==> src/rtl/apb_slave_mem.sv <==
// APB3 completer: byte-wide register file with a read-only tail region,
// fixed wait states and PSLVERR on out-of-range or read-only writes.
module apb_slave_mem #(
    parameter int ADDR_W      = 8,
    parameter int DATA_W      = 8,
    parameter int DEPTH       = 64,
    parameter int RO_BASE     = 56,
    parameter int WAIT_CYCLES = 2
) (
    input  logic              PCLK,
    input  logic              PRESETn,
    input  logic              PSEL,
    input  logic              PENABLE,
    input  logic              PWRITE,
    input  logic [ADDR_W-1:0] PADDR,
    input  logic [DATA_W-1:0] PWDATA,
    output logic              PREADY,
    output logic [DATA_W-1:0] PRDATA,
    output logic              PSLVERR
);

    localparam int IDX_W = $clog2(DEPTH);

    typedef enum logic {
        IDLE,
        ACCESS
    } state_t;

    state_t              state_q, state_d;
    logic [3:0]          cnt_q, cnt_d;
    logic                err_q, err_d;
    logic                write_q, write_d;
    logic [IDX_W-1:0]    addr_q, addr_d;
    logic [DATA_W-1:0]   wdata_q, wdata_d;
    logic [DATA_W-1:0]   mem_q [DEPTH];
    logic                mem_we;
    logic                ready;
    logic [ADDR_W:0]     paddr_ext;

    assign paddr_ext = {1'b0, PADDR};

    always_comb begin
        state_d = state_q;
        cnt_d   = cnt_q;
        err_d   = err_q;
        write_d = write_q;
        addr_d  = addr_q;
        wdata_d = wdata_q;
        mem_we  = 1'b0;
        case (state_q)
            IDLE: begin
                if (PSEL && !PENABLE) begin
                    state_d = ACCESS;
                    cnt_d   = 4'(WAIT_CYCLES);
                    write_d = PWRITE;
                    addr_d  = PADDR[IDX_W-1:0];
                    wdata_d = PWDATA;
                    err_d   = (paddr_ext >= (ADDR_W+1)'(DEPTH)) ||
                              (PWRITE && (paddr_ext >= (ADDR_W+1)'(RO_BASE)));
                end
            end
            ACCESS: begin
                // Losing PSEL or PENABLE mid-transfer is an abort, not a completion.
                if (!(PSEL && PENABLE)) begin
                    state_d = IDLE;
                end else if (cnt_q != 4'd0) begin
                    cnt_d = cnt_q - 4'd1;
                end else begin
                    state_d = IDLE;
                    mem_we  = write_q && !err_q;
                end
            end
            default: state_d = IDLE;
        endcase
    end

    always_ff @(posedge PCLK) begin
        if (!PRESETn) begin
            state_q <= IDLE;
            cnt_q   <= '0;
            err_q   <= 1'b0;
            write_q <= 1'b0;
            addr_q  <= '0;
            wdata_q <= '0;
        end else begin
            state_q <= state_d;
            cnt_q   <= cnt_d;
            err_q   <= err_d;
            write_q <= write_d;
            addr_q  <= addr_d;
            wdata_q <= wdata_d;
        end
    end

    always_ff @(posedge PCLK) begin
        if (!PRESETn) begin
            for (int unsigned i = 0; i < DEPTH; i++) begin
                mem_q[i] <= '0;
            end
        end else if (mem_we) begin
            mem_q[addr_q] <= wdata_q;
        end
    end

    assign ready   = (state_q == ACCESS) && PSEL && PENABLE && (cnt_q == 4'd0);
    assign PREADY  = ready;
    assign PSLVERR = ready && err_q;
    assign PRDATA  = (ready && !write_q && !err_q) ? mem_q[addr_q] : '0;

endmodule

==> config.mk <==
export PLATFORM = sky130hd
export DESIGN_NAME = apb_slave_mem
export DESIGN_NICKNAME = d
export VERILOG_FILES = /design/src/rtl/apb_slave_mem.sv
export SDC_FILE = /design/constraint.sdc
export NUM_CORES = 1
export LEC_CHECK = 0
export ABC_AREA = 1
export ABC_CLOCK_PERIOD_IN_PS = 4700
export CAP_MARGIN = 25
export CELL_PAD_IN_SITES_DETAIL_PLACEMENT = 1
export CELL_PAD_IN_SITES_GLOBAL_PLACEMENT = 1
export CORE_MARGIN = 2
export CORE_UTILIZATION = 53
export DETAILED_ROUTE_END_ITERATION = 16
export GPL_ROUTABILITY_DRIVEN = 0
export PLACE_DENSITY = 0.83
export SETUP_SLACK_MARGIN = 0.1
export SLEW_MARGIN = 20
export SYNTH_ARGS = -nofsm -noshare
export SYNTH_HDL_FRONTEND = slang
export SYNTH_SLANG_ARGS = --single-unit
==> constraint.sdc <==
create_clock -name PCLK -period 4.7 [get_ports PCLK]
set_input_delay 0.47 -clock PCLK [delete_from_list [all_inputs] [get_ports PCLK]]
set_output_delay 0.47 -clock PCLK [all_outputs]
set_load 0.01 [all_outputs]
==> run summary <==
Final Cell Area -> 0.0268 sq mm
H-tree depth -> 2
Core area -> 0.0454 sq mm
Status -> completed
Crit path capture type -> output pin
Final setup fails -> 0
Power Density -> 402 mW/mm^2
DPL Wire Length -> 45.5 mm
Post-route DRC -> 0
Static Leak -> 9.81 nW
Sequential fraction of the synthesis area -> 65.2%
Slowest CP cell -> clkdlybuf4s50_1
Most frequent cells in the layout -> nand2_1, nor2_1, edfxtp_1
Syn_nets -> 2,570
CTS tree -> built
Synthesized netlist cell count -> 2,548
GRT Residual Overflow -> 0
Slew Viols, Final -> 0
Synth area leader -> edfxtp_1
Final Cycle Share -> 93.5%
Chip width -> 219 um
Antenna-violating nets left -> 0
# diodes -> 0
GRT Util Overall -> 31.9%
Vias in the first global route -> 19,600
DRT iter0 DRCs -> 2,143
Layout cells sized above 1 -> 8.07%
Worst Tran Pin Value -> 1.08 ns
Synth top area share -> 63.0%
CP required -> 4.23 ns
Most common cell after layout, fill and taps aside -> nand2_1
Post-CTS setup buffer count -> 0
Fin nets -> 2,510
Area delta synth->final -> 9.98%
Yosys warning total -> 0
Maxcap violations -> 0
First drt pass iteration count -> 5
Worst vdd ir -> 0.258 mV
Final Non-Filler Cells -> 3,128
Chip height -> 219 um
IO Count -> 31
# hold bufs at CTS -> 0
Area after DPL -> 0.0250 sq mm
Clock net sink count -> 539
Initial antenna violation count -> 1
DR vias -> 18,900
Reg clk slew, reported paths -> 0.06 ns
Clock buffer count from CTS -> 56
Syn Area/Cell -> 9.57 sq um
Critical path's most frequent cell -> nand3_1
Crit-path max cell delay -> 0.65 ns
Dominant cells by area after synthesis -> edfxtp_1, nand2_1, nand3_1
IO Port Bufs -> 30
Minimum clock period after layout -> 4.39 ns
Arr. time, crit path -> 3.92 ns
Hold Violations, Final -> 0
Startpoint types -> register
Clk_skew -> 0.0173 ns
Root cell of the clock tree -> clkbuf_16
Resize count post-CTS -> 0
Setup TNS -> 0 ns
Cells after DPL -> 3,025
Crit path cell chain -> inv_6, buf_4, nand2_1, nand3_1, nand3_1, nand2_1, nand2_1, nand3_1, nand3_1, a21oi_1, clkdlybuf4s50_1
Largest net degree at the start of global routing -> 257
DRT Wirelength -> 76.2 mm
Drt via density -> 6.05
Synth cell types -> 23
Yosys reg bits -> 539
Area of the die -> 0.0478 sq mm
Starting density of the core -> 53.8%
Fmax -> 228 MHz
Max FO, Critical Path -> 70
Wire per inst -> 24.4 um
Synth Cell Area -> 0.0244 sq mm
Worst-skew pair later-pin latency -> 0.61 ns
First-pass GRT wire length -> 114 mm
Row Count -> 78
Clk buf depth -> 3
RSZ-0062 raised after global routing -> no
WS Path Type -> register to output pin
Rel. slew slack -> 27.8%
Hold Crit Class -> input port to register
==> per-stage QoR <==
stage	util (%)	hold WS, ns	power [mW]	setup slack, ns
after floorplan	-	0.449	6.15	2.35
after global placement	55.1	0.469	6.50	1.06
after detailed placement	55.1	0.477	6.53	0.988
after CTS	58.9	0.362	10.8	0.342
after global routing	59.1	0.387	11.1	0.252
final	59.1	0.404	10.8	0.306
==> power by group <==
group	internal (mW)	switching, mW	total, mW
clock network	2.46	1.85	4.31
logic	0.224	0.781	1.01
registers	5.41	0.0683	5.47
total	8.09	2.70	10.8
==> path summary, 6_finish.rpt <==
check	start	endpoint	slack, ns	cells after the start
hold reg to reg	cnt_q[0]	cnt_q[0]	0.49	1
hold / removal	PRESETn	wdata_q[1]	0.40	3
setup reg to reg	cnt_q[0]	mem_q[3][1]	1.32	12
setup / recovery	register	PRDATA[7]	0.31	11
==> flip-flops by register name, indices dropped and copies added, names as in the netlist, named ones only <==
register,cells
state_q,1
mem_q,512
err_q,1
addr_q,6
cnt_q,4
write_q,1
wdata_q,8
==> final cells by class <==
cell class	count	area, sq um
repair buffers	62	638
fillers	4997	18600
inverters	31	124
clock buffers	64	1450
clock inverters	34	275
well taps	600	751
flip-flops and latches	539	15900
multi-input cells	1798	7670
==> worst max-delay path, delay by kind of cell, from the launching register on <==
kind | cells | cell delay (ns)
buf+inv | 3 | 1.52
simple gates | 7 | 0.85
compound gates | 1 | 0.50
flops | 1 | 0.36
==> synthesized netlist by cell type <==
| cell | number |
|---|---|
| nand2_1 | 711 |
| nor2_1 | 516 |
| edfxtp_1 | 512 |
| nand3_1 | 434 |
| clkbuf_1 | 146 |
| nand2_2 | 64 |
| dfxtp_1 | 27 |
| inv_1 | 27 |
| a21oi_1 | 26 |
| buf_2 | 18 |
| buf_1 | 16 |
| o21ai_0 | 16 |
| nor3_2 | 10 |
| nor2_4 | 8 |
| nor3_1 | 6 |
| clkinv_1 | 3 |
| a221oi_1 | 2 |
| and3_2 | 1 |
| ha_1 | 1 |
| inv_2 | 1 |
| nand4_1 | 1 |
| nor2_2 | 1 |
| nor3b_1 | 1 |
==> metal layers <==
layer	GRT usage, %	wire, um	share of wire [%]	up-vias
li1	-	-	-	8413
met1	42.9	30000	39	9485
met2	52.4	36800	48	867
met3	4.90	6760	8.9	169
met4	11.9	2710	3.6	2
met5	0	13	0.017	-
==> cell families (layout without fill, tap and decap cells) <==
kind of cell             count (synthesis)  after routing  synth area share (%)
flip-flops                             539            539                  65.2
AO/OA/AOI/OAI                           44             44                 0.933
adder cells (fa/ha/maj)                  1              1                0.0513
buffers and inverters                  211            191                  3.34
AND/OR/NAND/NOR                       1753           1753                  30.4
(Power assumes the default switching activity.)
